`src/rtl/imm_gen_pipe.sv`:
```
// Pipelined RV32I/RV64I immediate generator behind a 2-entry skid buffer.
// Decode is combinational on the input word; the decoded entry is stored on acceptance.
module imm_gen_pipe #(
  parameter int unsigned XLEN       = 32,
  parameter bit          ZERO_ILLEG = 1'b1
) (
  input  logic            clk,
  input  logic            rst,
  input  logic            flush,
  input  logic            in_valid,
  output logic            in_ready,
  input  logic [31:0]     in_instr,
  output logic            out_valid,
  input  logic            out_ready,
  output logic [31:0]     out_instr,
  output logic [XLEN-1:0] out_imm,
  output logic [2:0]      out_fmt,
  output logic            out_illegal
);

  localparam int unsigned ILEN  = 32;
  localparam int unsigned FMT_W = 3;

  localparam logic [FMT_W-1:0] FMT_R     = 3'd0;
  localparam logic [FMT_W-1:0] FMT_I     = 3'd1;
  localparam logic [FMT_W-1:0] FMT_S     = 3'd2;
  localparam logic [FMT_W-1:0] FMT_B     = 3'd3;
  localparam logic [FMT_W-1:0] FMT_U     = 3'd4;
  localparam logic [FMT_W-1:0] FMT_J     = 3'd5;
  localparam logic [FMT_W-1:0] FMT_SHAMT = 3'd6;

  localparam logic [6:0] OP_IMM   = 7'b0010011;
  localparam logic [6:0] OP_LOAD  = 7'b0000011;
  localparam logic [6:0] OP_JALR  = 7'b1100111;
  localparam logic [6:0] OP_STORE = 7'b0100011;
  localparam logic [6:0] OP_BR    = 7'b1100011;
  localparam logic [6:0] OP_LUI   = 7'b0110111;
  localparam logic [6:0] OP_AUIPC = 7'b0010111;
  localparam logic [6:0] OP_JAL   = 7'b1101111;
  localparam logic [6:0] OP_REG   = 7'b0110011;
  localparam logic [6:0] OP_SYS   = 7'b1110011;
  localparam logic [6:0] OP_FENCE = 7'b0001111;

  typedef enum logic [1:0] {
    S_EMPTY = 2'd0,
    S_ONE   = 2'd1,
    S_FULL  = 2'd2
  } state_e;

  typedef struct packed {
    logic [ILEN-1:0]  instr;
    logic [XLEN-1:0]  imm;
    logic [FMT_W-1:0] fmt;
    logic             illegal;
  } entry_t;

  state_e state_q, state_d;
  entry_t head_q, skid_q, dec;
  logic   in_ready_q;
  logic   accept, pop;
  logic   load_head, load_skid, shift_skid;

  logic [6:0]      opcode;
  logic [2:0]      funct3;
  logic [XLEN-1:0] i_imm;

  assign opcode = in_instr[6:0];
  assign funct3 = in_instr[14:12];
  assign i_imm  = XLEN'($signed(in_instr[31:20]));

  // Immediate decode of the offered word
  always_comb begin
    dec         = '0;
    dec.instr   = in_instr;
    dec.fmt     = FMT_R;
    dec.illegal = 1'b0;
    case (opcode)
      OP_IMM: begin
        if (funct3 == 3'b001 || funct3 == 3'b101) begin
          dec.fmt = FMT_SHAMT;
          dec.imm = (XLEN == 64) ? XLEN'(in_instr[25:20]) : XLEN'(in_instr[24:20]);
        end else begin
          dec.fmt = FMT_I;
          dec.imm = i_imm;
        end
      end
      OP_LOAD, OP_JALR: begin
        dec.fmt = FMT_I;
        dec.imm = i_imm;
      end
      OP_STORE: begin
        dec.fmt = FMT_S;
        dec.imm = XLEN'($signed({in_instr[31:25], in_instr[11:7]}));
      end
      OP_BR: begin
        dec.fmt = FMT_B;
        dec.imm = XLEN'($signed({in_instr[31], in_instr[7], in_instr[30:25],
                                 in_instr[11:8], 1'b0}));
      end
      OP_LUI, OP_AUIPC: begin
        dec.fmt = FMT_U;
        dec.imm = XLEN'($signed({in_instr[31:12], 12'h000}));
      end
      OP_JAL: begin
        dec.fmt = FMT_J;
        dec.imm = XLEN'($signed({in_instr[31], in_instr[19:12], in_instr[20],
                                 in_instr[30:21], 1'b0}));
      end
      OP_REG, OP_SYS, OP_FENCE: begin
        dec.fmt = FMT_R;
      end
      default: begin
        dec.illegal = 1'b1;
        dec.imm     = ZERO_ILLEG ? '0 : i_imm;
      end
    endcase
  end

  // Ready depends only on registered occupancy plus rst/flush, never on out_ready
  assign in_ready  = in_ready_q & ~rst & ~flush;
  assign out_valid = (state_q != S_EMPTY);
  assign accept    = in_valid & in_ready;
  assign pop       = out_valid & out_ready;

  always_ff @(posedge clk) begin
    if (rst) begin
      state_q    <= S_EMPTY;
      in_ready_q <= 1'b1;
    end else begin
      state_q    <= state_d;
      in_ready_q <= (state_d != S_FULL);
    end
  end

  // Occupancy transitions and slot load controls
  always_comb begin
    state_d    = state_q;
    load_head  = 1'b0;
    load_skid  = 1'b0;
    shift_skid = 1'b0;
    case (state_q)
      S_EMPTY: begin
        if (accept) begin
          state_d   = S_ONE;
          load_head = 1'b1;
        end
      end
      S_ONE: begin
        if (accept && pop) begin
          load_head = 1'b1;
        end else if (accept) begin
          state_d   = S_FULL;
          load_skid = 1'b1;
        end else if (pop) begin
          state_d = S_EMPTY;
        end
      end
      S_FULL: begin
        if (pop) begin
          state_d    = S_ONE;
          shift_skid = 1'b1;
        end
      end
      default: state_d = S_EMPTY;
    endcase
    if (flush) begin
      state_d    = S_EMPTY;
      load_head  = 1'b0;
      load_skid  = 1'b0;
      shift_skid = 1'b0;
    end
  end

  // Payload slots; contents of empty slots are left as-is
  always_ff @(posedge clk) begin
    if (rst) begin
      head_q <= '0;
      skid_q <= '0;
    end else begin
      if (load_head) begin
        head_q <= dec;
      end else if (shift_skid) begin
        head_q <= skid_q;
      end
      if (load_skid) begin
        skid_q <= dec;
      end
    end
  end

  assign out_instr   = head_q.instr;
  assign out_imm     = head_q.imm;
  assign out_fmt     = head_q.fmt;
  assign out_illegal = head_q.illegal;

endmodule
```
`config.mk`:
```
export PLATFORM = sky130hd
export DESIGN_NAME = imm_gen_pipe
export DESIGN_NICKNAME = d
export VERILOG_FILES = /design/src/rtl/imm_gen_pipe.sv
export SDC_FILE = /design/constraint.sdc
export NUM_CORES = 1
export LEC_CHECK = 0
export ABC_AREA = 0
export CAP_MARGIN = 15
export CELL_PAD_IN_SITES_DETAIL_PLACEMENT = 1
export CELL_PAD_IN_SITES_GLOBAL_PLACEMENT = 2
export CORE_UTILIZATION = 30
export CTS_BUF_LIST = sky130_fd_sc_hd__clkbuf_16
export DETAILED_ROUTE_END_ITERATION = 8
export PLACE_DENSITY = 0.78
export SYNTH_ARGS = -nofsm -noshare
export SYNTH_HDL_FRONTEND = slang
export SYNTH_SLANG_ARGS = --single-unit
export TNS_END_PERCENT = 50
```
`constraint.sdc`:
```
create_clock -name clk -period 2.27 [get_ports clk]
set_clock_uncertainty 0.2 [all_clocks]
set_input_delay 0.454 -clock clk [delete_from_list [all_inputs] [get_ports clk]]
set_output_delay 0.454 -clock clk [all_outputs]
set_load 0.02 [all_outputs]
```
* After elaboration in Yosys (flattened, before gate mapping)
Cells that the tools add are included.
Cells by class: equality and inequality tests 16, reduce and logical (&&, ||, !) cells 8, mux-type cells 23, bitwise gates (word level) 6
Operator list (number):
- $pmux 32 s6 | 1
- $mux 68 | 2
- $mux 35 | 1
- $eq 7x7->1 const B | 4
- $eq 7x6->1 const B | 3
- $pmux 3 s6 | 1
- $eq 7x5->1 const B | 2
- $mux 2 | 6
- $reduce_or 11->1 | 1
- $mux 1 | 10
- $eq 7x2->1 const B | 1
- $eq 7x4->1 const B | 1
- $pmux 2 s3 | 1
- $and 1x1->1 | 4
- $reduce_bool 2->1 | 2
- $reduce_or 2->1 | 2
- $eq 3x1->1 const B | 1
- $eq 3x3->1 const B | 1
- $eq 2x1->1 const B | 1
- $eq 2x2->1 const B | 1
- $logic_not 2->1 | 1
- $ne 2x2->1 const B | 1
- $not 1->1 | 2
- $pmux 1 s2 | 1
- 2 further kinds | 2
Storage, ports and cells: register bits 139, bits of input ports 37

* Longest topological paths before layout
Gate-level depths: netlist (run 1).
word-level depth 9, mapped depth 9, depth with buffers taken out 5

* Worst setup path after synthesis (run 1)
Ideal clock, no wire load.
kind input-to-reg, start point input in_instr[2], end point register head_q, in the netlist out_imm[21], stages on the path 9, library setup time 0.137 ns, slack 0.098 ns, data arrival time 1.835 ns, data required time 1.933 ns, cells stage by stage buf_2 -> and4bb_1 -> and2_1 -> buf_2 -> or3_1 -> buf_4 -> nand2_4 -> buf_4 -> a31oi_1
Between the ends: word-level cells in the longest chain between the ends 4, elaborated cells between the ends (all ways) 12, classes of those cells eq/ne (8); mux (2); reduce/logical (2)
Ends and longest elaborated chain:
- from (decl) | line 12 | input logic [31:0] in_instr,
- $eq 7x6->1, or another cell as far along | line 77 | case (opcode)
- $reduce_or 2->1 | line 77
- $pmux 32 s6 * | line 77
- $mux 68 * | line 180 | if (load_head) begin
- to (signal assigned) | line 183 | head_q <= skid_q;
- to (decl) | line 58 | entry_t head_q, skid_q, dec;
Every way passes the cells marked *; elsewhere a longest branch is shown, timed or not. A chain may end at the register's enable or synchronous reset.

* Worst setup path after layout (run 1)
start point input flush, end point output in_ready
Between the ends: word-level cells in the longest chain between the ends 2
Ends and longest elaborated chain:
- from (decl) | line 9 | input logic flush,
- $not 1->1 | line 120 | assign in_ready = in_ready_q & ~rst & ~flush;
- $and 1x1->1 | line 120
- to (decl) | line 11 | output logic in_ready,
Every way passes these cells.

==> results of run 1 <==
state kept, by name, summed over array words and instances (netlist names):
name         cells
out_illegal      1
skid_q          68
out_imm         32
state_q          2
out_instr       32
out_fmt          3
in_ready_q       1
cells by family after synthesis:
family	after synthesis
flops	139
mux	2
simple gates	356
buf+inv	70
compound gates	172
metrics by stage:
step | utilization (%) | cell area [um^2] | total power (W) | setup TNS (ns) | hold WS [ns]
floorplan | - | 5923 | 0.002846 | 0 | 0.2244
global placement | 39.83 | 7727 | 0.003160 | -34.99 | 0.2375
detailed placement | 39.83 | 7727 | 0.003176 | -39.46 | 0.2531
CTS | 42.60 | 8263 | 0.005724 | -0.004571 | 0.2322
global route | 42.94 | 8329 | 0.005870 | -0.01958 | 0.2794
finish | 42.94 | 8329 | 0.005684 | 0 | 0.2491
routing by layer:
metal	vias to the layer above	part of all wire, %
met5	-	0
met4	0	2.0
met3	32	3.0
met2	112	48
met1	2997	47
li1	2863	-
worst max-delay path by stage:
| stage | slack, ns | endpoint | depth (start not counted) |
|---|---|---|---|
| detailed placement | -0.47 | out_fmt[1] | 6 |
| finish | 0.09 | in_ready | 5 |
| global placement | -0.42 | skid_q[21] | 6 |
| global route | -0.02 | out_imm[9] | 8 |
| floorplan | 0.1 | out_imm[21] | 9 |
| CTS | -0.005 | out_imm[12] | 7 |
what timing repair did:
item	in CTS	in global routing
endpoints found under the setup margin	13	29
gates cloned	0	1
gates resized for setup	8	9
where the power goes:
part / switching [W] / internal [W]
Sequential: 0.0000361 / 0.00250
Clock: 0.00108 / 0.00148
Combinational: 0.000315 / 0.000276
critical path, stage by stage:
cell and delay (ns):
clkdlybuf4s50_1 0.42, or2_1 0.25, buf_4 0.16, nor2_1 0.09, buf_4 0.15
layout make-up:
type	instances	area, um^2	area share [%]
clock buffer	17	425.4	5.107
clock inverter	13	106.4	1.277
inverter	7	26.28	0.3155
multi-input combinational	530	2859	34.32
sequential	139	2783	33.41
tap	265	331.6	3.981
timing repair buffer	189	1798	21.59
placed cells by master, fill, tap and decap left out, types with 5 or more instances in the layout:
cell type,count
nor3_1,15
clkdlybuf4s50_1,103
a211oi_1,5
buf_12,6
nand3_1,6
a211o_1,8
a31o_2,12
inv_1,8
a221o_1,8
a21oi_1,55
clkbuf_16,18
a31oi_1,17
buf_4,75
clkinv_2,5
nor2_1,80
dfxtp_1,139
a311oi_1,47
nand2_1,217
==> run metrics, run 1 <==
Max Slew Vio Count 0; initial antenna violation count 0; Post-Synth Adder-Cell Area 0%; largest net degree at the start of global routing 121; Pleak 3.012 nW; post-CTS setup buffers 0; CP Class input port to primary output; top cells by area, synth dfxtp_1 (47%), nand2_1 (14%), a311oi_1 (7.1%); Num CTS Buffers 17; post-synthesis cell type count 48; final std cells w/o fill about 1200; Synthesis Warnings 0; XOR/XNOR Fraction of Synth Area 0%; gr busiest metal met2; global-route wire length before repair roughly 33 mm; WHS Path Cells 4; hold-critical path endpoint state_q[0]; pwr/cell area around 700 mW/mm^2; met1 Use GR 26.65%; met3 Use GR 3.600%; CTS max path bufs 2; critical path capture point type primary output; Routed Antenna Nets 0; Setup WS post-layout 0.08696 ns; fin crit share 96.17%; Synth Area in Simple Gates 26.02%; clock sink count 139; Final min period 2.183 ns; top post-synthesis cells by count nand2_1 (217), dfxtp_1 (139), nor2_1 (82), a21oi_1 (56), a311oi_1 (48); worst path required time 1.62 ns; dpl ws -0.4722 ns; Post-synth top flop dfxtp_1; HP Start rst; leading area contributor after synthesis dfxtp_1; DR vias approximately 6000; Syn Area/Cell 8.015 um^2; final hold violations 0; R2R cell count 7; sequential fraction of the synthesis area 46.98%; Max-Cap Viols 0; slew of the pin with the lowest slew margin 0.5608 ns; starting density of the core approximately 31%; Crit. Startpoint flush; max frequency 458.1 MHz; Synth Instances 739; layout cell share with drive strength beyond 1 15.98%; CTS Root Cell clkbuf_16; IO Count 107; number of synthesized flops with an enable pin 0; DR vias/cell 5.176; FILL cells 2338; worst flop-to-flop path endpoint skid_q[21]; CTS tree done; Clock Pin Slew Worst Setup and Hold Paths roughly 0.06 ns; syn nets 776; die footprint 0.02031 mm^2; Die W 142.5 um; vias in the first global route between 6000 and 7000; top-count cell post-synth nand2_1; status complete, no violations; global route overflow 0; RePlAce Congestion roughly 0.82; number of port buffers roughly 110; Worst setup SP type input port; Total Wirelength 21.05 mm; post-synthesis compound-gate area fraction between 20% and 30%; antenna cells 0; die extent in y 142.5 um; Slew headroom 62.61%; starting DRC count in detailed routing between 200 and 300; reg-to-reg slack, setup 0.22 ns; post-synth top area share between 40% and 50%; Clk Latency, worst-skew pair 0.42 ns; Final Setup Violations 0; Avg WL per Cell ~18 um; Synth Register Bits between 100 and 150; Final #Nets 921; Layout area overhead 40.62%; worst hold path type input port to flip-flop; placed cells around 1100; gr usage total 21.05%; DR pass1 iterations 5; Final HPWL DP 14.40 mm; hold_buf cts 0; largest family of logic cells by synthesized area simple AND/OR/NAND/NOR gates; row cnt 51; DRC 0; Peak supply drop 518.6 uV; crit path DAT 1.53 ns; synthesized cell area 0.005923 mm^2; Async S/R FF share, synth 0%; worst-path fanout max 5; CORE AREA a little under 0.02 mm^2; htree depth 4; worst r2r src state_q[0]; proportion of synthesized area in mux cells 0.3380%; met2 usage 35.55%
No activity file was read; power rests on OpenSTA's default activity.
==> run 2, diff against run 1 <==
Settings changed: CTS_BUF_LIST sky130_fd_sc_hd__clkbuf_16 to default, TNS_END_PERCENT 50 to 100.
==> run metrics, run 2 (same netlist as run 1, synthesis figures left out) <==
global-route wire length before repair 32.88 mm (unchanged); most flop-heavy register skid_q; cell breakdown of the critical path clkdlybuf4s50_1, nand3b_1, nor2_1, a21oi_1, buf_4, nor2_1, buf_4, a211o_1; CP max-delay cell clkdlybuf4s50_1; most common cell after layout, fill and taps aside nand2_1; clock sink count 139 (unchanged); final instance area 0.008312 mm^2 (-0.21%); die footprint 0.02031 mm^2 (unchanged); Reg power frac 44.7% (about the same); status complete, no violations; clock power share 45.0% (about the same); logic gate share of total power 10.4% (about the same); final std cells w/o fill 1160 (unchanged); pwr/cell area 683.1 mW/mm^2 (about the same); Slew headroom 62.06% (-0.56 points); largest net degree at the start of global routing 121 (unchanged); vias in the first global route 6239 (unchanged); slew of the pin with the lowest slew margin 0.5691 ns (+0.008325 ns); DRC 0 (unchanged); Die W 142.5 um (unchanged); hold_ws 0.2553 ns (+0.006183 ns); delay of the slowest critical-path stage 0.56 ns (+0.14 ns); row cnt 51 (unchanged); Pleak 3.009 nW (-0.10%); crit path DAT 2.36 ns (+0.83 ns); DR vias/cell 5.134 (-0.82%); RePlAce Congestion 0.8159 (unchanged); IO Count 107 (unchanged); global route overflow 0 (unchanged); DR pass1 iterations 5 (unchanged); Top Family by Delay on Critical Path buffers and inverters; max reg flops 68 (unchanged); CP Class input port to flip-flop; Internal 0.004260 W (+0.12%); antenna cells 0 (unchanged); Peak supply drop 508.7 uV (-1.9%); critical path capture point type flip-flop; Final HPWL DP 14.40 mm (unchanged); Sw Ratio 24.97% (-0.18 points); Final Setup Violations 0 (unchanged); starting DRC count in detailed routing 287 (+2.5%); fin crit share 99.51% (+3.3 points); CTS Root Cell clkbuf_16; CORE AREA 0.01940 mm^2 (unchanged); Layout area overhead 40.33%; Total Wirelength 21.03 mm (-0.11%); Buffers & Inverters on Critical Path 3 (unchanged); starting density of the core 30.53% (unchanged); Final TNS setup 0 ns (unchanged); post-CTS setup buffers 0 (unchanged); worst path required time 2.37 ns (+0.75 ns); CTS max path bufs 2 (unchanged); Final min period 2.259 ns (+0.07582 ns); CTS tree done; Avg WL per Cell 18.13 um (-0.11%); die extent in y 142.5 um (unchanged); Final #Nets 921 (unchanged); initial antenna violation count 0 (unchanged); Routed Antenna Nets 0 (unchanged); gr usage total 21.05% (unchanged); RSZ-0062 raised after global routing yes; Max-Cap Viols 0 (unchanged); Num CTS Buffers 17 (unchanged); htree depth 4 (unchanged); placed cells 1129 (unchanged); worst hold path type input port to flip-flop; Sw Pwr 0.001417 W (-0.83%); most frequent cells in the layout nand2_1 (217), dfxtp_1 (139), clkdlybuf4s50_1 (103); layout cell share with drive strength beyond 1 15.42% (-0.56 points); number of port buffers 106 (unchanged); placed inst area 0.007727 mm^2 (unchanged); hold_buf cts 0 (unchanged); Clock Pin Slew Worst Setup and Hold Paths 0.06 ns (about the same); Max Slew Vio Count 0 (unchanged); Clk Latency, worst-skew pair 0.42 ns (about the same); max frequency 442.7 MHz (-3.4%); Worst setup SP type input port; worst-path fanout max 8 (+3); DR vias 5955 (-0.82%); final hold violations 0 (unchanged)
## run 2: changes by cell type in the layout (fill, tap and decap cells not counted), sizes merged
cell,before,now
clkbuf,18,19
inv,9,8
## run 2: timing repair
item | in CTS | in global routing
endpoints found under the setup margin | 13 | 33
gates cloned | 0 | 1
resized for setup | 9 | 4
## run 2: area by class of cell
class | count | area [um^2]
fill | 2343 | 11090
multi-input combinational | 530 | 2838
sequential | 139 | 2783
timing repair buffer | 189 | 1802
clock buffer | 18 | 429.2
tap | 265 | 331.6
clock inverter | 12 | 102.6
inverter | 7 | 26.28
## run 2: path summary, 6_finish.rpt
check,startpoint,endpoint,slack [ns],cells past startpoint
min,rst,state_q[0],0.26,4
min reg2reg,skid_q[58],skid_q[58],0.26,2
max reg2reg,state_q[0],skid_q[21],0.23,7
max,in_instr[4],out_imm[12],0.01,8
## run 2: worst min-delay path, stage by stage
cell	delay, ns
buf_4	0.08
or2_1	0.10
buf_4	0.14
nor2_1	0.05
## run 2: stage by stage
| stage | utilization, % | setup WS, ns | power, W |
|---|---|---|---|
| floorplan | - | 0.09833 | 0.002846 |
| global placement | 39.83 | -0.4208 | 0.003160 |
| detailed placement | 39.83 | -0.4722 | 0.003176 |
| CTS | 42.61 | 0.02235 | 0.005729 |
| global route | 42.85 | -0.05949 | 0.005873 |
| finish | 42.85 | 0.01114 | 0.005677 |
## run 2: power by group through the flow
| stage | combinational [W] | sequential [W] | clock (W) |
|---|---|---|---|
| 5_1_grt | 0.000632 | 0.00254 | 0.00270 |
| 3_3_place_gp | 0.000573 | 0.00259 | 0 |
| 2_1_floorplan | 0.000204 | 0.00264 | 0 |
| 3_5_place_dp | 0.000587 | 0.00259 | 0 |
| 4_1_cts | 0.000591 | 0.00254 | 0.00260 |
| 6_report | 0.000589 | 0.00254 | 0.00255 |
## run 2: layer usage
layer | track usage [%] | up-vias | share of wire (%) | routed length, um
met5 | 0 | - | 0 | 0
met4 | 8.093 | 0 | 1.5 | 319
met3 | 3.600 | 18 | 3.3 | 697
met2 | 35.55 | 117 | 48 | 10200
met1 | 26.65 | 2955 | 47 | 9814
li1 | - | 2865 | - | -
==> run 3, diff against run 2 <==
Settings changed: CORE_MARGIN from default to 1, PLACE_DENSITY 0.78 to 0.87.
==> run metrics, run 3 (same netlist as run 1, synthesis figures left out) <==
status complete, no violations; HP Start skid_q[12]; final std cells w/o fill 1151 (-0.78%); vias in the first global route 5874 (-5.9%); starting density of the core 30.53% (unchanged); RePlAce Congestion 0.8101 (-0.71%); Final Util 42.80% (-0.045 points); R2R cell count 7 (unchanged); number of port buffers 106 (unchanged); final hold violations 0 (unchanged); Reg area 0.002783 mm^2 (unchanged); die extent in y 142.5 um (unchanged); max reg flops 68 (unchanged); DR pass1 iterations 5 (unchanged); CTS max path bufs 2 (unchanged); layout cell share with drive strength beyond 1 15.46% (+0.044 points); CTS Root Cell clkbuf_16; clock sink count 139 (unchanged); hold_ws 0.2541 ns (-0.001250 ns); worst flop-to-flop path endpoint skid_q[18]; Worst setup SP type input port; DR vias/cell 5.122 (-0.23%); multi-input logic area 0.002868 mm^2 (+1.1%); most common cell after layout, fill and taps aside nand2_1; worst r2r src state_q[0]; antenna cells 0 (unchanged); critical path capture point type flip-flop; dpl ws -0.4945 ns (-0.02229 ns); FILL cells 2302 (-1.7%); Final Setup Violations 0 (unchanged); most frequent cells in the layout nand2_1 (217), dfxtp_1 (139), clkdlybuf4s50_1 (103); Tot Pwr 0.005795 W (+2.1%); slew of the pin with the lowest slew margin 0.4669 ns (-0.1023 ns); Setup WS post-layout 0.09997 ns (+0.08883 ns); CTS tree done; fin crit share 95.60% (-3.9 points); die footprint 0.02031 mm^2 (unchanged); DRC 0 (unchanged); Routed Antenna Nets 0 (unchanged); DR vias 5895 (-1.0%); CP Class input port to flip-flop; placed cells 1118 (-0.97%); CORE AREA 0.01940 mm^2 (unchanged); Final min period 2.170 ns (-0.08883 ns); gr usage total 20.79% (-0.26 points); htree depth 4 (unchanged); worst hold path type flip-flop to flip-flop; worst path required time 2.38 ns (about the same); global-route wire length before repair 32.22 mm (-2.0%); Final #Nets 910 (-1.2%); global route overflow 0 (unchanged); worst-path fanout max 8 (unchanged); Clock Pin Slew Worst Setup and Hold Paths 0.06 ns (about the same); Max-Cap Viols 0 (unchanged); row cnt 51 (unchanged); Clk Latency, worst-skew pair 0.42 ns (about the same); Pleak 2.992 nW (-0.55%); max frequency 460.8 MHz (+4.1%); Die W 142.5 um (unchanged); starting DRC count in detailed routing 309 (+7.7%); Max Slew Vio Count 0 (unchanged); initial antenna violation count 1 (+1); Total Wirelength 20.44 mm (-2.8%); Layout area overhead 40.18%; Avg WL per Cell 17.76 um (-2.0%); largest net degree at the start of global routing 87 (-28%); RSZ-0062 raised after global routing yes; hold-critical path endpoint skid_q[12]; IO Count 107 (unchanged); Final HPWL DP 13.83 mm (-3.9%); crit path DAT 2.28 ns (-0.08 ns); reg-to-reg slack, setup 0.27 ns (+0.04 ns); most flop-heavy register skid_q; Slew headroom 68.88% (+6.8 points); Peak supply drop 531.4 uV (+4.5%); WHS Path Cells 2 (-2); Num CTS Buffers 17 (unchanged); pwr/cell area 697.9 mW/mm^2 (+2.2%)
run 3: cell types whose count changed in the layout (fill, tap and decap cells not counted), moves of 3 or more:
cell        delta
buf_4         -11
clkbuf_8       +3
buf_6          -3
nor2_1         -4
clkinvlp_4     -3
nor2_2         +3
run 3: worst max path at each step:
stage | endpoint | slack (ns) | start
finish | skid_q[18] | 0.1 | in_instr[6]
global route | out_imm[0] | -0.04 | in_instr[4]
CTS | out_imm[17] | -0.04 | flush
detailed placement | out_imm[15] | -0.49 | flush
global placement | out_imm[14] | -0.49 | flush
floorplan | out_imm[21] | 0.1 | in_instr[2]
run 3: critical path, stage by stage:
cell             delay, ns
clkdlybuf4s50_1       0.57
buf_4                 0.19
nor2b_1               0.19
nor2_1                0.07
a21oi_1               0.35
nor2_2                0.16
a221o_1               0.29
run 3: power breakdown:
part           internal, W  switching (W)  leakage, nW
registers          0.00250      0.0000367         1.13
logic             0.000274       0.000318         1.58
clock network      0.00159        0.00108        0.283
total              0.00436        0.00143         2.99
run 3: per-stage QoR:
step	TNS, ns	cell area [um^2]
floorplan	0	5923
global placement	-38.30	7670
detailed placement	-44.64	7670
CTS	-0.1606	8234
global route	-0.07536	8303
finish	0	8303
run 3: area by class of cell:
type	count	share of cell area, %
clock inverters	11	1.130
well taps	265	3.993
clock buffers	21	5.666
multi-input cells	530	34.54
inverters	7	0.3165
repair buffers	178	20.84
flip-flops and latches	139	33.51
run 3: repair_timing:
| item | CTS | global route |
|---|---|---|
| gates cloned | 0 | 1 |
| resized for setup | 3 | 15 |
| setup endpoints to repair | 11 | 59 |
| setup buffers | 0 | 0 |
| hold buffers | 0 | 0 |
run 3: per-layer routing:
layer / wire [um] / vias up / global-route usage, %
li1: - / 2853 / -
met1: 9454 / 2872 / 26.72
met2: 9703 / 134 / 33.57
met3: 783 / 34 / 4.240
met4: 484 / 2 / 9.168
met5: 13 / - / 0
